[config.mk]
export PLATFORM = sky130hd
export DESIGN_NAME = flex_stp_word_rx_flat
export DESIGN_NICKNAME = d
export VERILOG_FILES = /design/src/rtl/flex_stp_pkg.sv /design/src/rtl/flex_stp_word_rx_if.sv /design/src/rtl/flex_stp_shift_core.sv /design/src/rtl/flex_stp_word_rx.sv /design/src/flat_wrapper.sv
export SDC_FILE = /design/constraint.sdc
export NUM_CORES = 1
export LEC_CHECK = 0
export BUFFER_PORTS_ARGS = -buffer_cell sky130_fd_sc_hd__buf_4
export CAP_MARGIN = 10
export CORE_UTILIZATION = 50
export CTS_CLUSTER_SIZE = 14
export DETAILED_ROUTE_END_ITERATION = 8
export PLACE_DENSITY = 0.76
export SYNTH_ARGS = -nofsm -noshare
export SYNTH_HDL_FRONTEND = slang
export SYNTH_SLANG_ARGS = --single-unit
[constraint.sdc]
create_clock -name clk -period 1.9 [get_ports clk]
set_input_delay 0.38 -clock clk [delete_from_list [all_inputs] [get_ports clk]]
set_output_delay 0.38 -clock clk [all_outputs]
set_load 0.1 [all_outputs]
[src/rtl/flex_stp_pkg.sv]
// Shared types and helpers for the flex STP word receiver.
// Contents: bit-order enum, reset-fill helper.
// Imported by the shift core and the top level.
package flex_stp_pkg;

  // Bit order for one word; the value matches the msb_first pin.
  typedef enum logic {
    STP_LSB_FIRST = 1'b0,
    STP_MSB_FIRST = 1'b1
  } stp_order_t;

  // Fill bit used for the shift and output registers at reset/clear.
  // Callers replicate it to NUM_BITS, which keeps the function width-agnostic.
  function automatic logic reset_fill(input int reset_ones);
    return (reset_ones != 0) ? 1'b1 : 1'b0;
  endfunction

endpackage

[src/rtl/flex_stp_word_rx_if.sv]
// Bus bundle between the bit front end / word consumer and flex_stp_word_rx.
// master: drives serial control and word_ready; slave: the receiver itself.
// Ports: clear, shift_enable, serial_in, msb_first, word_ready -> rx; shift_data, bit_count, word_data, word_valid, overrun <- rx.
interface flex_stp_word_rx_if #(
  parameter int NUM_BITS = 8
);
  localparam int CNT_W = $clog2(NUM_BITS);

  logic                clear;
  logic                shift_enable;
  logic                serial_in;
  logic                msb_first;
  logic [NUM_BITS-1:0] shift_data;
  logic [CNT_W-1:0]    bit_count;
  logic [NUM_BITS-1:0] word_data;
  logic                word_valid;
  logic                word_ready;
  logic                overrun;

  modport master (
    output clear, shift_enable, serial_in, msb_first, word_ready,
    input  shift_data, bit_count, word_data, word_valid, overrun
  );

  modport slave (
    input  clear, shift_enable, serial_in, msb_first, word_ready,
    output shift_data, bit_count, word_data, word_valid, overrun
  );

endinterface

[src/rtl/flex_stp_shift_core.sv]
// Shift register, bit counter and latched bit order for one serial word.
// Ports: clk/n_rst, clear_i, shift_enable_i, serial_in_i, msb_first_i in;
//        shift_data_o, bit_count_o, word_done_o (pulse on final shift), word_o (assembled word) out.
module flex_stp_shift_core
  import flex_stp_pkg::*;
#(
  parameter int NUM_BITS   = 8,
  parameter int RESET_ONES = 1,
  localparam int CNT_W     = $clog2(NUM_BITS)
) (
  input  logic                clk,
  input  logic                n_rst,
  input  logic                clear_i,
  input  logic                shift_enable_i,
  input  logic                serial_in_i,
  input  logic                msb_first_i,
  output logic [NUM_BITS-1:0] shift_data_o,
  output logic [CNT_W-1:0]    bit_count_o,
  output logic                word_done_o,
  output logic [NUM_BITS-1:0] word_o
);

  localparam logic [NUM_BITS-1:0] SR_RST   = {NUM_BITS{reset_fill(RESET_ONES)}};
  localparam logic [CNT_W-1:0]    CNT_LAST = CNT_W'(NUM_BITS - 1);

  logic [NUM_BITS-1:0] sr_q, sr_d, sr_next;
  logic [CNT_W-1:0]    cnt_q, cnt_d;
  stp_order_t          mode_q, mode_d, mode_eff;
  logic                last_bit;

  // The order pin is only honoured on the first bit of a word; after that
  // the latched order rules so mid-word toggles cannot scramble the word.
  assign mode_eff = (cnt_q == '0) ? stp_order_t'(msb_first_i) : mode_q;
  assign last_bit = (cnt_q == CNT_LAST);

  always_comb begin
    if (mode_eff == STP_MSB_FIRST) sr_next = {sr_q[NUM_BITS-2:0], serial_in_i};
    else                           sr_next = {serial_in_i, sr_q[NUM_BITS-1:1]};
  end

  always_comb begin
    sr_d        = sr_q;
    cnt_d       = cnt_q;
    mode_d      = mode_q;
    word_done_o = 1'b0;
    if (clear_i) begin
      sr_d   = SR_RST;
      cnt_d  = '0;
      mode_d = STP_MSB_FIRST;
    end else if (shift_enable_i) begin
      sr_d        = sr_next;
      // Explicit wrap: NUM_BITS need not be a power of two.
      cnt_d       = last_bit ? '0 : cnt_q + CNT_W'(1);
      mode_d      = mode_eff;
      word_done_o = last_bit;
    end
  end

  always_ff @(posedge clk or negedge n_rst) begin
    if (!n_rst) begin
      sr_q   <= SR_RST;
      cnt_q  <= '0;
      mode_q <= STP_MSB_FIRST;
    end else begin
      sr_q   <= sr_d;
      cnt_q  <= cnt_d;
      mode_q <= mode_d;
    end
  end

  assign shift_data_o = sr_q;
  assign bit_count_o  = cnt_q;
  // The completed word is the value the shift register is about to take.
  assign word_o       = sr_next;

endmodule

[src/rtl/flex_stp_word_rx.sv]
// Serial-to-parallel word receiver with held output word, valid/ready and sticky overrun.
// Ports: clk, n_rst plain; bus (slave modport) carries serial input, order select,
//        clear, live shift view, held word with valid/ready handshake, overrun flag.
module flex_stp_word_rx
  import flex_stp_pkg::*;
#(
  parameter int NUM_BITS   = 8,
  parameter int RESET_ONES = 1
) (
  input  logic               clk,
  input  logic               n_rst,
  flex_stp_word_rx_if.slave  bus
);

  localparam logic [NUM_BITS-1:0] WD_RST = {NUM_BITS{reset_fill(RESET_ONES)}};

  logic                word_done;
  logic [NUM_BITS-1:0] word_asm;
  logic [NUM_BITS-1:0] wd_q, wd_d;
  logic                wv_q, wv_d;
  logic                ov_q, ov_d;
  logic                xfer;

  flex_stp_shift_core #(
    .NUM_BITS   (NUM_BITS),
    .RESET_ONES (RESET_ONES)
  ) u_core (
    .clk            (clk),
    .n_rst          (n_rst),
    .clear_i        (bus.clear),
    .shift_enable_i (bus.shift_enable),
    .serial_in_i    (bus.serial_in),
    .msb_first_i    (bus.msb_first),
    .shift_data_o   (bus.shift_data),
    .bit_count_o    (bus.bit_count),
    .word_done_o    (word_done),
    .word_o         (word_asm)
  );

  assign xfer = wv_q && bus.word_ready;

  always_comb begin
    wd_d = wd_q;
    wv_d = wv_q;
    ov_d = ov_q;
    if (bus.clear) begin
      wd_d = WD_RST;
      wv_d = 1'b0;
      ov_d = 1'b0;
    end else begin
      if (xfer) wv_d = 1'b0;
      if (word_done) begin
        // A slot is free if empty or being drained this very cycle.
        if (!wv_q || bus.word_ready) begin
          wd_d = word_asm;
          wv_d = 1'b1;
        end else begin
          ov_d = 1'b1;
        end
      end
    end
  end

  always_ff @(posedge clk or negedge n_rst) begin
    if (!n_rst) begin
      wd_q <= WD_RST;
      wv_q <= 1'b0;
      ov_q <= 1'b0;
    end else begin
      wd_q <= wd_d;
      wv_q <= wv_d;
      ov_q <= ov_d;
    end
  end

  assign bus.word_data  = wd_q;
  assign bus.word_valid = wv_q;
  assign bus.overrun    = ov_q;

endmodule

[src/flat_wrapper.sv]
// flat-port wrapper written by rule: the top's interface ports become plain ports
module flex_stp_word_rx_flat import flex_stp_pkg::*;
#(
  parameter int NUM_BITS   = 8,
  parameter int RESET_ONES = 1
)
  (clk, n_rst, bus_clear, bus_shift_enable, bus_serial_in, bus_msb_first, bus_word_ready, bus_shift_data, bus_bit_count, bus_word_data, bus_word_valid, bus_overrun);
  flex_stp_word_rx_if #(.NUM_BITS(NUM_BITS)) bus_i ();
  input  logic clk;
  input  logic n_rst;
  input wire logic [$bits(bus_i.clear)-1:0] bus_clear;
  input wire logic [$bits(bus_i.shift_enable)-1:0] bus_shift_enable;
  input wire logic [$bits(bus_i.serial_in)-1:0] bus_serial_in;
  input wire logic [$bits(bus_i.msb_first)-1:0] bus_msb_first;
  input wire logic [$bits(bus_i.word_ready)-1:0] bus_word_ready;
  output wire logic [$bits(bus_i.shift_data)-1:0] bus_shift_data;
  output wire logic [$bits(bus_i.bit_count)-1:0] bus_bit_count;
  output wire logic [$bits(bus_i.word_data)-1:0] bus_word_data;
  output wire logic [$bits(bus_i.word_valid)-1:0] bus_word_valid;
  output wire logic [$bits(bus_i.overrun)-1:0] bus_overrun;
  assign bus_i.clear = bus_clear;
  assign bus_i.shift_enable = bus_shift_enable;
  assign bus_i.serial_in = bus_serial_in;
  assign bus_i.msb_first = bus_msb_first;
  assign bus_i.word_ready = bus_word_ready;
  assign bus_shift_data = bus_i.shift_data;
  assign bus_bit_count = bus_i.bit_count;
  assign bus_word_data = bus_i.word_data;
  assign bus_word_valid = bus_i.word_valid;
  assign bus_overrun = bus_i.overrun;
  flex_stp_word_rx #(.NUM_BITS(NUM_BITS), .RESET_ONES(RESET_ONES)) u_core (.clk(clk), .n_rst(n_rst), .bus(bus_i));
endmodule
==> flow_summary.json, run 1 <==
{
  "path_class": "flip-flop to flip-flop",
  "drtPass1Iterations": 5,
  "via_count": 772,
  "ctsHtreeMaxLevel": 1,
  "postLayoutCoreUtil_pct": 67.2,
  "fin_ws_ns": 0.187,
  "outcome": "finished, final reports clean",
  "synth.cell_area_mm2": 0.00105,
  "critPathLaunchType": "flip-flop",
  "die_w_um": 47.8,
  "grt_pass1_wl_mm": 2.96,
  "avgSynthCellArea_um2": 11.3,
  "synth_edf_count": 0,
  "grt_pass1_vias": 687,
  "antenna_cells": 0,
  "yosysWarnings": 0,
  "rsz0062_at_grt": "false",
  "dp_hpwl_mm": 1.42,
  "async_flop_share_pct": 100,
  "ys_seq_area_share_pct": 54.5,
  "drive_gt1_share_pct": 49.2,
  "clock-sinks": 22,
  "cpPeakStageDelay_ns": 0.45,
  "num_io_pins": 28,
  "leakagePower_nw": 0.569,
  "mostFrequentLayoutCell": "buf_4",
  "rows": 16,
  "ir_drop_v": 0.000491,
  "finalPower_mw": 0.995,
  "drtIter0Drc": 14,
  "grt_antenna_before_repair": 0,
  "cellPowerDensity_mw_per_mm2": 754,
  "start_util_pct": 53.5,
  "max_freq_ghz": 0.584,
  "preCtsSetupSlack_ns": 0.111,
  "drc": 0,
  "r2r_slack_ns": 0.19,
  "period_share_pct": 90.2,
  "fin_cells": 147,
  "cts_resized": 0,
  "cts_root_buf": "clkbuf_4",
  "stdcell_area_mm2": 0.00132,
  "clockBufferDepth": 2,
  "finalSetupViolations": 0,
  "via_per_inst": 5.25,
  "syn_inst": 93,
  "clock_latency_ns": 0.30,
  "synth_fp_nets": 103,
  "crit_family": "multiplexers",
  "routedWlPerCell_um": 13.5,
  "die-area_mm2": 0.00229,
  "finClkSkew_ns": 0.00120,
  "worstMarginPinSlew_ns": 0.525,
  "place_congestion": 0.735,
  "grt_max_degree": 23,
  "drt-total-wl_mm": 1.98,
  "crit_buf_inv": 2,
  "synth_ff_type": "dfstp_2",
  "yosysUniqueCellTypes": 21,
  "slew_violations": 0,
  "cp.arrival_ns": 1.93,
  "required_ns": 2.12,
  "io_buffers": 27,
  "hold_viol": 0,
  "syn2layout_area_growth_pct": 25.6,
  "cpMaxStageDelayCell": "dfrtp_2",
  "grtUsageTotal_pct": 18.9,
  "placed_area_mm2": 0.00125,
  "fin_crit_ns": 1.71,
  "maxCapViolations": 0,
  "endpoint_kind": "flip-flop",
  "critical_path.max_fanout": 8,
  "tns_ns": 0,
  "slew_headroom_pct": 64.9,
  "hold_class": "input pin to flip-flop",
  "nNetsFinal": 131,
  "core_area_mm2": 0.00196,
  "dp_cells": 141,
  "whs_ns": 0.351,
  "synth-seq-cells": 22,
  "final_cell_mix": "buf_4 (28), a21oi_1 (17), dfstp_2 (17), nor2_1 (13), mux2i_1 (11)",
  "clk_pin_slew_ns": 0.12,
  "fp.dieH_um": 47.8,
  "globalRouteOverflowTotal": 0,
  "cp_cell_sequence": "inv_1 > ha_1 > nor2b_4 > mux2i_4 > buf_12 > mux2i_1 > a21oi_1",
  "antenna_left": 0,
  "cts_tree": "built",
  "cts_made_buffers": 3
}
[report_power, final]
part	switching, mW	internal (mW)	leakage (nW)
Sequential	0.0129	0.493	0.243
Clock	0.137	0.117	0.0210
Combinational	0.159	0.0761	0.305
Total	0.309	0.686	0.569
[worst min-delay path, cell delays in order]
cell and delay (ns):
buf_4 0.08, nand2b_4 0.11, a21oi_1 0.06
[flip-flops by register name, summed over array words and instances, names as in the netlist]
signal,cells
u_core.bus.word_data,8
u_core.u_core.shift_data_o,8
u_core.u_core.bit_count_o,3
u_core.bus.overrun,1
u_core.bus.word_valid,1
u_core.u_core.mode_q,1
[final timing paths]
check,from,endpoint,cells past startpoint
max,u_core.u_core.bit_count_o[0],u_core.u_core.shift_data_o[5],7
min,bus_word_ready,u_core.bus.word_valid,3
max reg2reg,u_core.u_core.bit_count_o[0],u_core.u_core.shift_data_o[5],7
min reg2reg,u_core.bus.word_data[5],u_core.bus.word_data[5],2
max in group asynchronous,n_rst,u_core.bus.word_data[5],2
min in group asynchronous,n_rst,u_core.u_core.bit_count_o[1],2
[repair_timing]
item | in CTS | in global routing
endpoints found under the hold margin | 5 | 0
buffers inserted | 0 | 1
endpoints found under the setup margin | 0 | 13
hold buffers | 1 | 0
[synthesized netlist by cell type, drive strengths merged (2+ instances only)]
master / count / area (um2)
a21oi: 17 / 85.1
dfstp: 17 / 447
nor2: 13 / 48.8
mux2i: 12 / 133
nor3: 8 / 40.0
buf: 6 / 41.3
dfrtp: 5 / 125
ha: 3 / 37.5
nor2b: 3 / 26.3
inv: 2 / 7.51
[kinds of logic (layout without fill, tap and decap cells)]
| family | Yosys count | after routing | synth area share [%] |
|---|---|---|---|
| AO/OA/AOI/OAI | 21 | 21 | 11.7 |
| multiplexers | 12 | 12 | 12.6 |
| flip-flops | 22 | 22 | 54.5 |
| adder cells (fa/ha/maj) | 3 | 3 | 3.58 |
| AND/OR/NAND/NOR | 26 | 26 | 12.6 |
| buffers and inverters | 9 | 36 | 5.00 |
[layout make-up]
cell class | count | area (um2)
clock buffer | 4 | 36.3
timing repair buffer | 30 | 240
inverter | 2 | 7.51
multi-input combinational | 62 | 425
fill | 156 | 643
tap | 27 | 33.8
sequential | 22 | 576
[layer usage]
metal  wire [um]  vias up  GRT usage (%)
met5           0        -              0
met4          18        0           8.33
met3          71        2           2.26
met2         981       18           29.7
met1         909      377           26.1
li1            -      375              -
Note: power is estimated with default switching activity, not from simulation.
==> run 2: changes to the inputs <==
- RECOVER_POWER: default -> 50
==> run 2 against run 1 <==
Effect of this change: via count up 0.13%; combinational power about the same; final cell count unchanged; clock skew up 0.0012 ns; first-iteration DRC count down 71%; clock power about the same; critical path depth unchanged; register-to-register slack about the same; utilization down 0.51 points.
==> flow_summary.json, run 2 (same netlist as run 1, synthesis figures left out) <==
{
  "outcome": "finished, final reports clean",
  "leakagePower_nw": 0.566,
  "endpoint_kind": "flip-flop",
  "antenna_cells": 0,
  "drive_gt1_share_pct": 49.2,
  "rsz0062_at_grt": "false",
  "drt-total-wl_mm": 1.97,
  "ir_drop_v": 0.000492,
  "drc": 0,
  "slew_violations": 0,
  "grt_pass1_wl_mm": 2.96,
  "clockBufferDepth": 2,
  "die_w_um": 47.8,
  "cts_resized": 0,
  "hold_viol": 0,
  "final_cell_mix": "buf_4 (24), a21oi_1 (17), dfstp_2 (17), nor2_1 (13), mux2i_1 (11)",
  "cp.arrival_ns": 1.93,
  "clock-sinks": 22,
  "hold_class": "input pin to flip-flop",
  "via_count": 773,
  "rows": 16,
  "cts_made_buffers": 3,
  "cts_root_buf": "clkbuf_4",
  "cp_cell_sequence": "inv_1 > ha_1 > nor2b_4 > mux2i_4 > buf_12 > mux2i_1 > a21oi_1",
  "grtUsageTotal_pct": 18.9,
  "syn2layout_area_growth_pct": 24.7,
  "hold_path_depth": 3,
  "globalRouteOverflowTotal": 0,
  "antenna_left": 0,
  "grt_pass1_vias": 687,
  "slew_headroom_pct": 63.5,
  "cellPowerDensity_mw_per_mm2": 759,
  "worstMarginPinSlew_ns": 0.549,
  "cpPeakStageDelay_ns": 0.45,
  "start_util_pct": 53.5,
  "mostFrequentLayoutCell": "buf_4",
  "tns_ns": 0,
  "core_area_mm2": 0.00196,
  "cts_tree": "built",
  "routedWlPerCell_um": 13.4,
  "fp.dieH_um": 47.8,
  "io_buffers": 27,
  "fin_crit_ns": 1.71,
  "critical_path.max_fanout": 8,
  "finClkSkew_ns": 0.00242,
  "finalPower_mw": 0.994,
  "period_share_pct": 90.0,
  "required_ns": 2.12,
  "drtPass1Iterations": 4,
  "crit_family": "multiplexers",
  "grt_antenna_before_repair": 0,
  "grt_max_degree": 23,
  "crit_buf_inv": 2,
  "clk_pin_slew_ns": 0.12,
  "maxCapViolations": 0,
  "nNetsFinal": 131,
  "max_freq_ghz": 0.585,
  "die-area_mm2": 0.00229,
  "n_fill_cell": 160,
  "place_congestion": 0.735,
  "finalSetupViolations": 0,
  "path_class": "flip-flop to flip-flop",
  "reg2regPathDepth": 7,
  "dp_hpwl_mm": 1.42,
  "critPathLaunchType": "flip-flop",
  "cpMaxStageDelayCell": "dfrtp_2",
  "clock_latency_ns": 0.30,
  "ctsHtreeMaxLevel": 1,
  "crit_cells": 7,
  "drtIter0Drc": 4,
  "num_io_pins": 28,
  "via_per_inst": 5.26
}
## run 2: power breakdown
part | switching [mW] | total [mW] | internal, mW | leakage [nW]
logic | 0.159 | 0.233 | 0.0740 | 0.302
clock network | 0.138 | 0.255 | 0.117 | 0.0210
registers | 0.0127 | 0.506 | 0.493 | 0.243
total | 0.310 | 0.994 | 0.684 | 0.566
## run 2: metrics by stage
stage	cell area, um2	hold WS (ns)	cells	setup WS [ns]	util [%]
floorplan	1050	0.0844	93	0.0159	-
global placement	1250	0.280	141	0.165	63.8
detailed placement	1250	0.277	141	0.111	63.8
CTS	1300	0.343	146	0.0846	66.2
global route	1310	0.337	147	0.0632	66.7
finish	1310	0.348	147	0.189	66.7
## run 2: path summary, 6_finish.rpt
check / startpoint / end / slack, ns
min: bus_word_ready / u_core.bus.word_valid / 0.35
max reg2reg: u_core.u_core.bit_count_o[0] / u_core.u_core.shift_data_o[5] / 0.19
min in group asynchronous: n_rst / u_core.u_core.bit_count_o[1] / 0.47
min reg2reg: u_core.bus.word_data[5] / u_core.bus.word_data[5] / 0.51
max in group asynchronous: n_rst / u_core.bus.word_data[5] / 1.16
max: u_core.u_core.bit_count_o[0] / u_core.u_core.shift_data_o[5] / 0.19
## run 2: layout make-up
cell class / count / area [um2] / area share [%]
Clock buffer: 4 / 36.3 / 2.77
Inverter: 2 / 7.51 / 0.574
Multi-Input combinational cell: 62 / 425 / 32.5
Sequential cell: 22 / 576 / 44.0
Tap cell: 27 / 33.8 / 2.58
Timing Repair Buffer: 30 / 230 / 17.6
## run 2: what timing repair did
| action | CTS | global route |
|---|---|---|
| setup endpoints to repair | 0 | 13 |
| endpoints found under the hold margin | 5 | 0 |
| buffers inserted | 0 | 1 |
| hold buffers | 1 | 0 |
## run 2: worst register-to-register path: cells and delay by family (launching register included)
kind | cells | cell delay (ns)
adder cells (fa/ha/maj) | 1 | 0.14
AND/OR/NAND/NOR | 1 | 0.19
flip-flops | 1 | 0.45
buffers and inverters | 2 | 0.22
multiplexers | 2 | 0.52
AO/OA/AOI/OAI | 1 | 0.11
## run 2: routing by layer
| layer | routed length (um) | up-vias | global-route usage (%) |
|---|---|---|---|
| met4 | 25 | 0 | 8.33 |
| met2 | 968 | 17 | 29.7 |
| li1 | - | 376 | - |
| met1 | 903 | 376 | 26.1 |
| met5 | 0 | - | 0 |
| met3 | 72 | 4 | 2.26 |
==> run 3: changes to the inputs <==
- clock period: 1.9 -> 1.79 ns (I/O delays scaled with it)
==> run 3 against run 2 <==
Effect of this change: critical path depth unchanged; setup slack worse by 0.18 ns; die area is the same; via count up 2.7%; non-clock buffer count rose by 2; register-to-register slack got worse by 0.18 ns; count of clock-buffer cells in the layout did not move; final area rose by 11%; largest cell class unchanged; combinational power up 27%; clock skew shrank 0.0015 ns; clock power grew 5%; fmax decreased by 3.8%.
==> flow_summary.json, run 3 (same netlist as run 1, synthesis figures left out) <==
{
  "final_cell_mix": "buf_4 (29), dfstp_2 (17), nor2_1 (13), a21oi_1 (11), nor3_1 (8)",
  "fin_cells": 149,
  "dp_hpwl_mm": 1.48,
  "swShare_pct": 31.8,
  "antenna_left": 0,
  "cts_made_buffers": 3,
  "place_congestion": 0.710,
  "drtIter0Drc": 12,
  "rows": 16,
  "ir_drop_v": 0.000571,
  "hold_path_depth": 3,
  "max_freq_ghz": 0.562,
  "finalSetupViolations": 0,
  "rsz0062_at_grt": "true",
  "die-area_mm2": 0.00229,
  "drive_gt1_share_pct": 65.6,
  "syn2layout_area_growth_pct": 38.1,
  "maxCapViolations": 0,
  "slew_violations": 0,
  "grtUsageTotal_pct": 19.3,
  "reg2regPathDepth": 7,
  "hold_class": "input pin to flip-flop",
  "preCtsSetupSlack_ns": 0.0453,
  "drt-total-wl_mm": 2.29,
  "worstMarginPinSlew_ns": 0.691,
  "p_seq_share_pct": 48.8,
  "routedWlPerCell_um": 15.4,
  "pwr-share-comb_pct": 26.9,
  "io_buffers": 27,
  "cts_tree": "built",
  "placed_area_mm2": 0.00129,
  "clock-sinks": 22,
  "via_count": 794,
  "drtPass1Iterations": 4,
  "mostFrequentLayoutCell": "buf_4",
  "grt_antenna_before_repair": 0,
  "outcome": "finished, final reports clean",
  "path_class": "flip-flop to flip-flop",
  "num_io_pins": 28,
  "ctsHtreeMaxLevel": 1,
  "clockBufferDepth": 2,
  "p_int_mw": 0.752,
  "grt_max_degree": 23,
  "core_area_mm2": 0.00196,
  "grt_pass1_vias": 701,
  "drc": 0,
  "clk_pin_slew_ns": 0.12,
  "cp.arrival_ns": 2.00,
  "globalRouteOverflowTotal": 0,
  "hold_viol": 0,
  "via_per_inst": 5.33,
  "required_ns": 2.01,
  "n_fill_cell": 132,
  "fin_ws_ns": 0.0117,
  "endpoint_kind": "flip-flop",
  "p_switching_mw": 0.350,
  "grt_pass1_wl_mm": 3.00,
  "fin_crit_ns": 1.78,
  "cellPowerDensity_mw_per_mm2": 760,
  "finClkSkew_ns": 0.000919,
  "fp.dieH_um": 47.8,
  "clock_latency_ns": 0.30,
  "start_util_pct": 53.5,
  "slew_headroom_pct": 53.8,
  "postLayoutCoreUtil_pct": 73.9,
  "cts_root_buf": "clkbuf_4",
  "register_area_um2": 582,
  "leakagePower_nw": 0.575,
  "antenna_cells": 0,
  "nNetsFinal": 133,
  "critical_path.max_fanout": 8,
  "period_share_pct": 99.3,
  "dp_cells": 143,
  "stdcell_area_mm2": 0.00145,
  "die_w_um": 47.8,
  "p_clk_share_pct": 24.3,
  "critPathLaunchType": "flip-flop",
  "multiInputGateArea_um2": 539
}
## run 3: path summary, 6_finish.rpt
check                                                  start                             to  slack (ns)
max in group asynchronous                              n_rst        u_core.bus.word_data[4]        1.05
min in group asynchronous                              n_rst             u_core.bus.overrun        0.47
worst max-delay path            u_core.u_core.bit_count_o[0]  u_core.u_core.shift_data_o[4]        0.01
worst min-delay path                          bus_word_ready          u_core.bus.word_valid        0.33
worst min register to register       u_core.bus.word_data[1]        u_core.bus.word_data[1]        0.51
worst max register to register  u_core.u_core.bit_count_o[0]  u_core.u_core.shift_data_o[4]        0.01
## run 3: final cells by class
class / instances / share of cell area [%]
clock buffers: 4 / 2.50
flip-flops and latches: 22 / 40.1
multi-input cells: 62 / 37.2
repair buffers: 32 / 17.3
well taps: 27 / 2.33
inverters: 2 / 0.518
## run 3: power groups by stage
stage               sequential (mW)  combinational [mW]  clock [mW]
global placement              0.544               0.252           0
CTS                           0.537               0.257       0.272
detailed placement            0.545               0.255           0
floorplan                     0.645              0.0878           0
finish                        0.538               0.297       0.267
global route                  0.541               0.311       0.300
## run 3: metal layers
| metal | routed length [um] | vias to the layer above | share of wire (%) | GRT usage, % |
|---|---|---|---|---|
| li1 | - | 380 | - | - |
| met1 | 1080 | 392 | 47 | 26.8 |
| met2 | 1130 | 20 | 49 | 30.5 |
| met3 | 69 | 2 | 3.0 | 2.26 |
| met4 | 13 | 0 | 0.57 | 8.33 |
| met5 | 0 | - | 0 | 0 |
## run 3: metrics by stage
stage	power [mW]	hold slack, ns	setup TNS (ns)
after CTS	1.07	0.318	0
after global routing	1.15	0.323	-0.573
after global placement	0.796	0.255	0
after floorplan	0.733	0.0624	-0.510
final	1.10	0.328	0
after detailed placement	0.799	0.257	0
## run 3: worst max-delay path, cell delays in order (launching register included)
cell,delay [ns]
dfrtp_4,0.50
inv_2,0.07
ha_4,0.12
nor2b_4,0.18
mux2i_4,0.27
buf_12,0.19
mux2i_2,0.27
a21oi_1,0.10
## run 3: timing repair
| item | 4_1_cts | 5_1_grt |
|---|---|---|
| hold buffers | 1 | 0 |
| setup buffers | 0 | 1 |
| gates resized for setup | 0 | 22 |
| setup endpoints to repair | 0 | 16 |
| hold endpoints to repair | 5 | 0 |
